$ cat config.mk
export PLATFORM = sky130hd
export DESIGN_NAME = alu_arbiter
export DESIGN_NICKNAME = d
export VERILOG_FILES = /design/src/rtl/alu_arbiter.sv
export SDC_FILE = /design/constraint.sdc
export NUM_CORES = 1
export LEC_CHECK = 0
export ABC_AREA = 1
export ABC_CLOCK_PERIOD_IN_PS = 2280
export BUFFER_PORTS_ARGS = -buffer_cell sky130_fd_sc_hd__buf_2
export CAP_MARGIN = 20
export CORE_ASPECT_RATIO = 1.2
export CORE_UTILIZATION = 50
export CTS_BUF_LIST = sky130_fd_sc_hd__clkbuf_8
export CTS_CLUSTER_DIAMETER = 100
export DETAILED_ROUTE_END_ITERATION = 8
export PLACE_DENSITY = 0.89
export SYNTH_ARGS = -nofsm -noshare
export SYNTH_HDL_FRONTEND = slang
export SYNTH_SLANG_ARGS = --single-unit
$ cat constraint.sdc
create_clock -name clk -period 2.28 [get_ports clk]
set_input_delay 0.456 -clock clk [delete_from_list [all_inputs] [get_ports clk]]
set_output_delay 0.456 -clock clk [all_outputs]
set_load 0.02 [all_outputs]
$ cat src/rtl/alu_arbiter.sv
// alu_arbiter -- two-requester add/subtract unit with a single shared adder.
//
// A requester raises reqN with its operands; in IDLE one requester is granted
// (ackN pulses combinationally in that cycle and its operands are captured at
// the edge). EXEC computes and registers the result, RESP presents it until
// the consumer accepts it, then the unit returns to IDLE.
//
// Handshake: reqN/ackN is a capture strobe -- the operands of requester N are
// taken at the rising edge in which ackN is high. rsp_valid/rsp_ready: a
// response transfers at the rising edge in which both are high; while
// rsp_valid is high the rsp_* outputs hold steady, and rsp_ready has no
// effect while rsp_valid is low.
//
// Configuration macro: ALU_ARB_RR_EN
//   defined   -> round-robin arbitration with a 1-bit favoured-requester pointer
//   undefined -> fixed priority, requester 0 always wins
//
// Ports:
//   clk, resetn              clock, synchronous active-low reset
//   req0/req1                operation pending per requester
//   x0,y0,x1,y1 [WIDTH]      two's-complement operands
//   add_sub0/add_sub1        0 = x+y, 1 = x-y
//   ack0/ack1                operand-capture strobe
//   rsp_valid/rsp_ready      response handshake
//   rsp_id                   requester the response belongs to
//   rsp_s [WIDTH]            result
//   rsp_overflow/negative/zero/cout   result flags
//   o_dbg_state [2]          current FSM state (0 IDLE, 1 EXEC, 2 RESP)

module alu_arbiter #(
  parameter int WIDTH = 8
) (
  input  logic             clk,
  input  logic             resetn,
  input  logic             req0,
  input  logic             req1,
  input  logic [WIDTH-1:0] x0,
  input  logic [WIDTH-1:0] y0,
  input  logic [WIDTH-1:0] x1,
  input  logic [WIDTH-1:0] y1,
  input  logic             add_sub0,
  input  logic             add_sub1,
  output logic             ack0,
  output logic             ack1,
  output logic             rsp_valid,
  input  logic             rsp_ready,
  output logic             rsp_id,
  output logic [WIDTH-1:0] rsp_s,
  output logic             rsp_overflow,
  output logic             rsp_negative,
  output logic             rsp_zero,
  output logic             rsp_cout,
  output logic [1:0]       o_dbg_state
);

  typedef enum logic [1:0] {
    ST_IDLE = 2'd0,
    ST_EXEC = 2'd1,
    ST_RESP = 2'd2
  } state_t;

  state_t r_state;
  state_t w_state_nxt;

  logic w_gnt0;
  logic w_gnt1;

  // Captured operation
  logic [WIDTH-1:0] r_x;
  logic [WIDTH-1:0] r_y;
  logic             r_sub;
  logic             r_id;

  // Registered response
  logic             r_rsp_id;
  logic [WIDTH-1:0] r_rsp_s;
  logic             r_rsp_ovf;
  logic             r_rsp_neg;
  logic             r_rsp_zero;
  logic             r_rsp_cout;

  logic [WIDTH-1:0] w_y_eff;
  logic [WIDTH:0]   w_sum;
  logic             w_ovf;

`ifdef ALU_ARB_RR_EN
  // r_ptr names the requester that wins a tie; after a grant the other
  // requester becomes favoured.
  logic r_ptr;

  assign w_gnt0 = req0 & (~req1 | ~r_ptr);
  assign w_gnt1 = req1 & ~w_gnt0;

  always_ff @(posedge clk) begin
    if (!resetn) begin
      r_ptr <= 1'b0;
    end else if (ack0 | ack1) begin
      r_ptr <= ack0;
    end
  end
`else
  assign w_gnt0 = req0;
  assign w_gnt1 = req1 & ~req0;
`endif

  // Next state and strobes. Acks and rsp_valid are gated by resetn so that
  // nothing is granted or delivered while the unit is being reset.
  always_comb begin
    w_state_nxt = r_state;
    ack0        = 1'b0;
    ack1        = 1'b0;
    rsp_valid   = 1'b0;
    case (r_state)
      ST_IDLE: begin
        if (resetn) begin
          ack0 = w_gnt0;
          ack1 = w_gnt1;
        end
        if (w_gnt0 | w_gnt1) begin
          w_state_nxt = ST_EXEC;
        end
      end
      ST_EXEC: begin
        w_state_nxt = ST_RESP;
      end
      ST_RESP: begin
        rsp_valid = resetn;
        if (rsp_ready) begin
          w_state_nxt = ST_IDLE;
        end
      end
      default: begin
        w_state_nxt = ST_IDLE;
      end
    endcase
  end

  always_ff @(posedge clk) begin
    if (!resetn) begin
      r_state <= ST_IDLE;
    end else begin
      r_state <= w_state_nxt;
    end
  end

  // Operand capture on the grant edge
  always_ff @(posedge clk) begin
    if (!resetn) begin
      r_x   <= '0;
      r_y   <= '0;
      r_sub <= 1'b0;
      r_id  <= 1'b0;
    end else if (ack0) begin
      r_x   <= x0;
      r_y   <= y0;
      r_sub <= add_sub0;
      r_id  <= 1'b0;
    end else if (ack1) begin
      r_x   <= x1;
      r_y   <= y1;
      r_sub <= add_sub1;
      r_id  <= 1'b1;
    end
  end

  // Subtraction is x + ~y + 1, so the carry-in is the op bit itself.
  assign w_y_eff = r_sub ? ~r_y : r_y;
  assign w_sum   = {1'b0, r_x} + {1'b0, w_y_eff} + {{WIDTH{1'b0}}, r_sub};
  assign w_ovf   = (r_x[WIDTH-1] == w_y_eff[WIDTH-1]) &
                   (w_sum[WIDTH-1] != r_x[WIDTH-1]);

  always_ff @(posedge clk) begin
    if (!resetn) begin
      r_rsp_id   <= 1'b0;
      r_rsp_s    <= '0;
      r_rsp_ovf  <= 1'b0;
      r_rsp_neg  <= 1'b0;
      r_rsp_zero <= 1'b0;
      r_rsp_cout <= 1'b0;
    end else if (r_state == ST_EXEC) begin
      r_rsp_id   <= r_id;
      r_rsp_s    <= w_sum[WIDTH-1:0];
      r_rsp_ovf  <= w_ovf;
      r_rsp_neg  <= w_sum[WIDTH-1];
      r_rsp_zero <= (w_sum[WIDTH-1:0] == '0);
      r_rsp_cout <= w_sum[WIDTH];
    end
  end

  assign rsp_id       = r_rsp_id;
  assign rsp_s        = r_rsp_s;
  assign rsp_overflow = r_rsp_ovf;
  assign rsp_negative = r_rsp_neg;
  assign rsp_zero     = r_rsp_zero;
  assign rsp_cout     = r_rsp_cout;
  assign o_dbg_state  = r_state;

endmodule
==> summary.md <==
| Metric | Value |
|---|---|
| Number of setup violations in the final report | `0` |
| DRT Pass-1 Iters | `7` |
| # port buffers | `56` |
| CTS Hold Bufs | `0` |
| Setup repair bufs after CTS | `0` |
| CTS clock-pin slew for the worst setup and hold paths | `0.07 ns` |
| Failing checks | `design-rule violations` |
| Tcrit/Tclk final | `83.6%` |
| HP Class | `in -> reg` |
| Chip width | `57.1 µm` |
| Syn_nets | `313` |
| Initial Util | `53.2%` |
| NumNets Final | `369` |
| Vias | `1826` |
| Sequential area share after synthesis | `35.1%` |
| Diodes inserted | `0` |
| Number of synthesized register bits | `32` |
| First-pass GRT wire length | `6600 µm` |
| Initial drt markers | `78` |
| Antenna Nets Post-Route | `0` |
| Layout area overhead | `20.9%` |
| Yosys cell types | `27` |
| Launching point of the worst reg2reg path | `r_sub$_SDFFE_PN0P_` |
| Pwr Total | `0.00151 W` |
| Core area | `3420 µm²` |
| Critical Path Source | `r_sub$_SDFFE_PN0P_` |
| IO Count | `57` |
| Crit start category | `flip-flop` |
| Via density per instance | `5.07` |
| Initial antenna violation count | `0` |
| CP Data Required Time | `2.50 ns` |
| Die Span Y | `68.1 µm` |
| Min-delay src | `rsp_ready` |
| DRC Markers | `4` |
| Worst slew pin tran | `0.289 ns` |
| Synth warn | `0` |
| Syn Inst Count | `266` |
| Clock period minus final worst setup slack | `1.91 ns` |
| Total CTS buffers | `5` |
| Skew-Pair Late Insertion Delay | `0.29 ns` |
| Ranking of synthesized cells by area | `dfxtp_1 (35%), nand2_1 (11%), nor2_1 (9.7%), a21oi_1 (7.1%), inv_1 (5.4%)` |
| H-tree levels | `2` |
| Die footprint | `3890 µm²` |
| GRT Overall Usage | `22.1%` |
| Largest net degree at the start of global routing | `22` |
| Synthesized area per cell | `6.85 µm²` |
| Minimum hold slack | `0.431 ns` |
| Clock root cell | `clkbuf_8` |
| CP Capture Type | `flip-flop` |
| Fin Setup TNS | `0 ns` |
| Clk_skew | `0.00856 ns` |
| Placer congestion estimate | `0.911` |
| Worst IR Drop VDD | `401 µV` |
| Layout cells sized above 1 | `23.5%` |
| Row Count | `23` |
| Detail Placement HPWL | `3060 µm` |
| Remaining Overflow, GRT | `0` |
| Max Fclk | `524 MHz` |
| Max Cap Viol | `0` |
| Wire length after detailed routing | `3850 µm` |
| Crit path max fanout | `7` |
| Worst slew margin | `80.6%` |
| Fin. Hold Viols | `0` |
| Status | `finished with violations` |
| Mapped cell area | `1820 µm²` |
| Pwr per Cell Area | `684 nW/µm²` |
| Synth top area share | `35.1%` |
| Kind of critical path | `reg -> reg` |
| CTS Buffer Depth | `2` |
| Critical path arrival | `2.12 ns` |
| Clock Sinks | `32` |
| Leak Pwr | `1.18 nW` |
| Slew Viols, Final | `0` |
| Filler Cells Inserted | `322` |
| Unrepaired setup endpoints after global routing | `false` |
| Post-synth top area cell | `dfxtp_1` |
| WL per Instance | `10.7 µm` |
| Vias in the first global route | `1631` |
| CTS tree | `built` |
## critical path, cell delays in order, from the launching register on
cell	delay, ns
dfxtp_2	0.42
nand2_1	0.07
nand2_1	0.11
inv_1	0.06
fa_1	0.38
inv_1	0.09
nand3_1	0.09
nand2_1	0.10
nand2_1	0.07
nand2_1	0.06
nand2_1	0.06
nand2_1	0.09
nand4_1	0.09
a21oi_1	0.14
## stage by stage
step	setup slack [ns]	util [%]	cell area (µm²)	instances
final	0.373	64.3	2200	360
after global routing	0.127	64.3	2200	360
after CTS	0.265	64.3	2200	360
after detailed placement	0.295	61.6	2110	352
after global placement	0.320	61.6	2110	352
after floorplan	0.565	-	1820	266
## cell usage in the layout, fill, tap and decap left out, drive strengths merged
cell / n
buf: 62
nand2: 55
nor2: 50
dfxtp: 32
inv: 28
a21oi: 26
o21ai: 25
nand3: 11
ha: 7
xor2: 6
clkbuf: 6
o211ai: 4
nand4: 3
nand3b: 2
xnor2: 1
nor3: 1
a31oi: 1
o211a: 1
fa: 1
clkinvlp: 1
## repair_timing
| action | in CTS | in global routing |
|---|---|---|
| endpoints found under the hold margin | 0 | 0 |
| setup endpoints to repair | 0 | 1 |
| resized for setup | 0 | 1 |
## cell type report
| type | instances | area [µm²] | share of cell area [%] |
|---|---|---|---|
| multi-input combinational | 194 | 995 | 45.1 |
| tap | 37 | 46.3 | 2.10 |
| inverter | 27 | 101 | 4.60 |
| clock buffer | 6 | 82.6 | 3.75 |
| timing repair buffer | 62 | 325 | 14.8 |
| clock inverter | 2 | 11.3 | 0.511 |
| sequential | 32 | 642 | 29.1 |
## logic make-up (layout without fill, tap and decap cells)
logic type,Yosys count,after routing,share of synthesized area (%)
DFF,32,32,35.1
adders and majority gates,8,8,5.90
xor gates and xnor gates,7,7,3.36
buffers and inverters,40,97,10.3
and+or+nand+nor,122,122,28.8
AOI/OAI and AO/OA,57,57,16.5
## power breakdown
| part | internal [W] | leakage [nW] | switching, W |
|---|---|---|---|
| Clock | 0.000240 | 0.0486 | 0.000208 |
| Sequential | 0.000611 | 0.263 | 0.0000346 |
| Combinational | 0.000162 | 0.869 | 0.000252 |
| Total | 0.00101 | 1.18 | 0.000494 |
## synthesized netlist by cell type
cell type   n
a21oi_1    26
a31oi_1     1
buf_2       3
buf_4       3
buf_6       3
clkbuf_1    4
dfxtp_1    32
fa_1        1
ha_1        7
inv_1      26
inv_2       1
nand2_1    55
nand3_1    10
nand3_4     1
nand3b_1    2
nand4_1     2
nand4_2     1
nor2_1     47
nor2_2      1
nor2_4      2
nor3_1      1
o211a_1     1
o211ai_1    4
o21ai_0    13
o21ai_1    12
xnor2_1     1
xor2_1      6
## state kept, by name, indices dropped and copies added, names as in the netlist
signal / flops
o_dbg_state: 2
r_id: 1
r_sub: 1
r_x: 8
r_y: 8
rsp_cout: 1
rsp_id: 1
rsp_overflow: 1
rsp_s: 8
rsp_zero: 1
## metal layers
layer	vias to the layer above	routed length, µm	GRT usage, %
li1	972	-	-
met1	807	1690	24.2
met2	41	1970	41.6
met3	6	129	6.24
met4	0	59	6.40
met5	-	0	0
## path summary, 6_finish.rpt
kind | to | slack, ns | depth (start not counted)
setup / recovery | rsp_zero$_SDFFE_PN0N_ | 0.37 | 13
hold / removal | o_dbg_state[1]$_SDFFE_PN0P_ | 0.43 | 3
setup reg to reg | rsp_zero$_SDFFE_PN0N_ | 0.37 | 13
hold reg to reg | r_x[6]$_SDFFE_PN0P_ | 0.48 | 2
No activity file was read; power rests on OpenSTA's default activity.
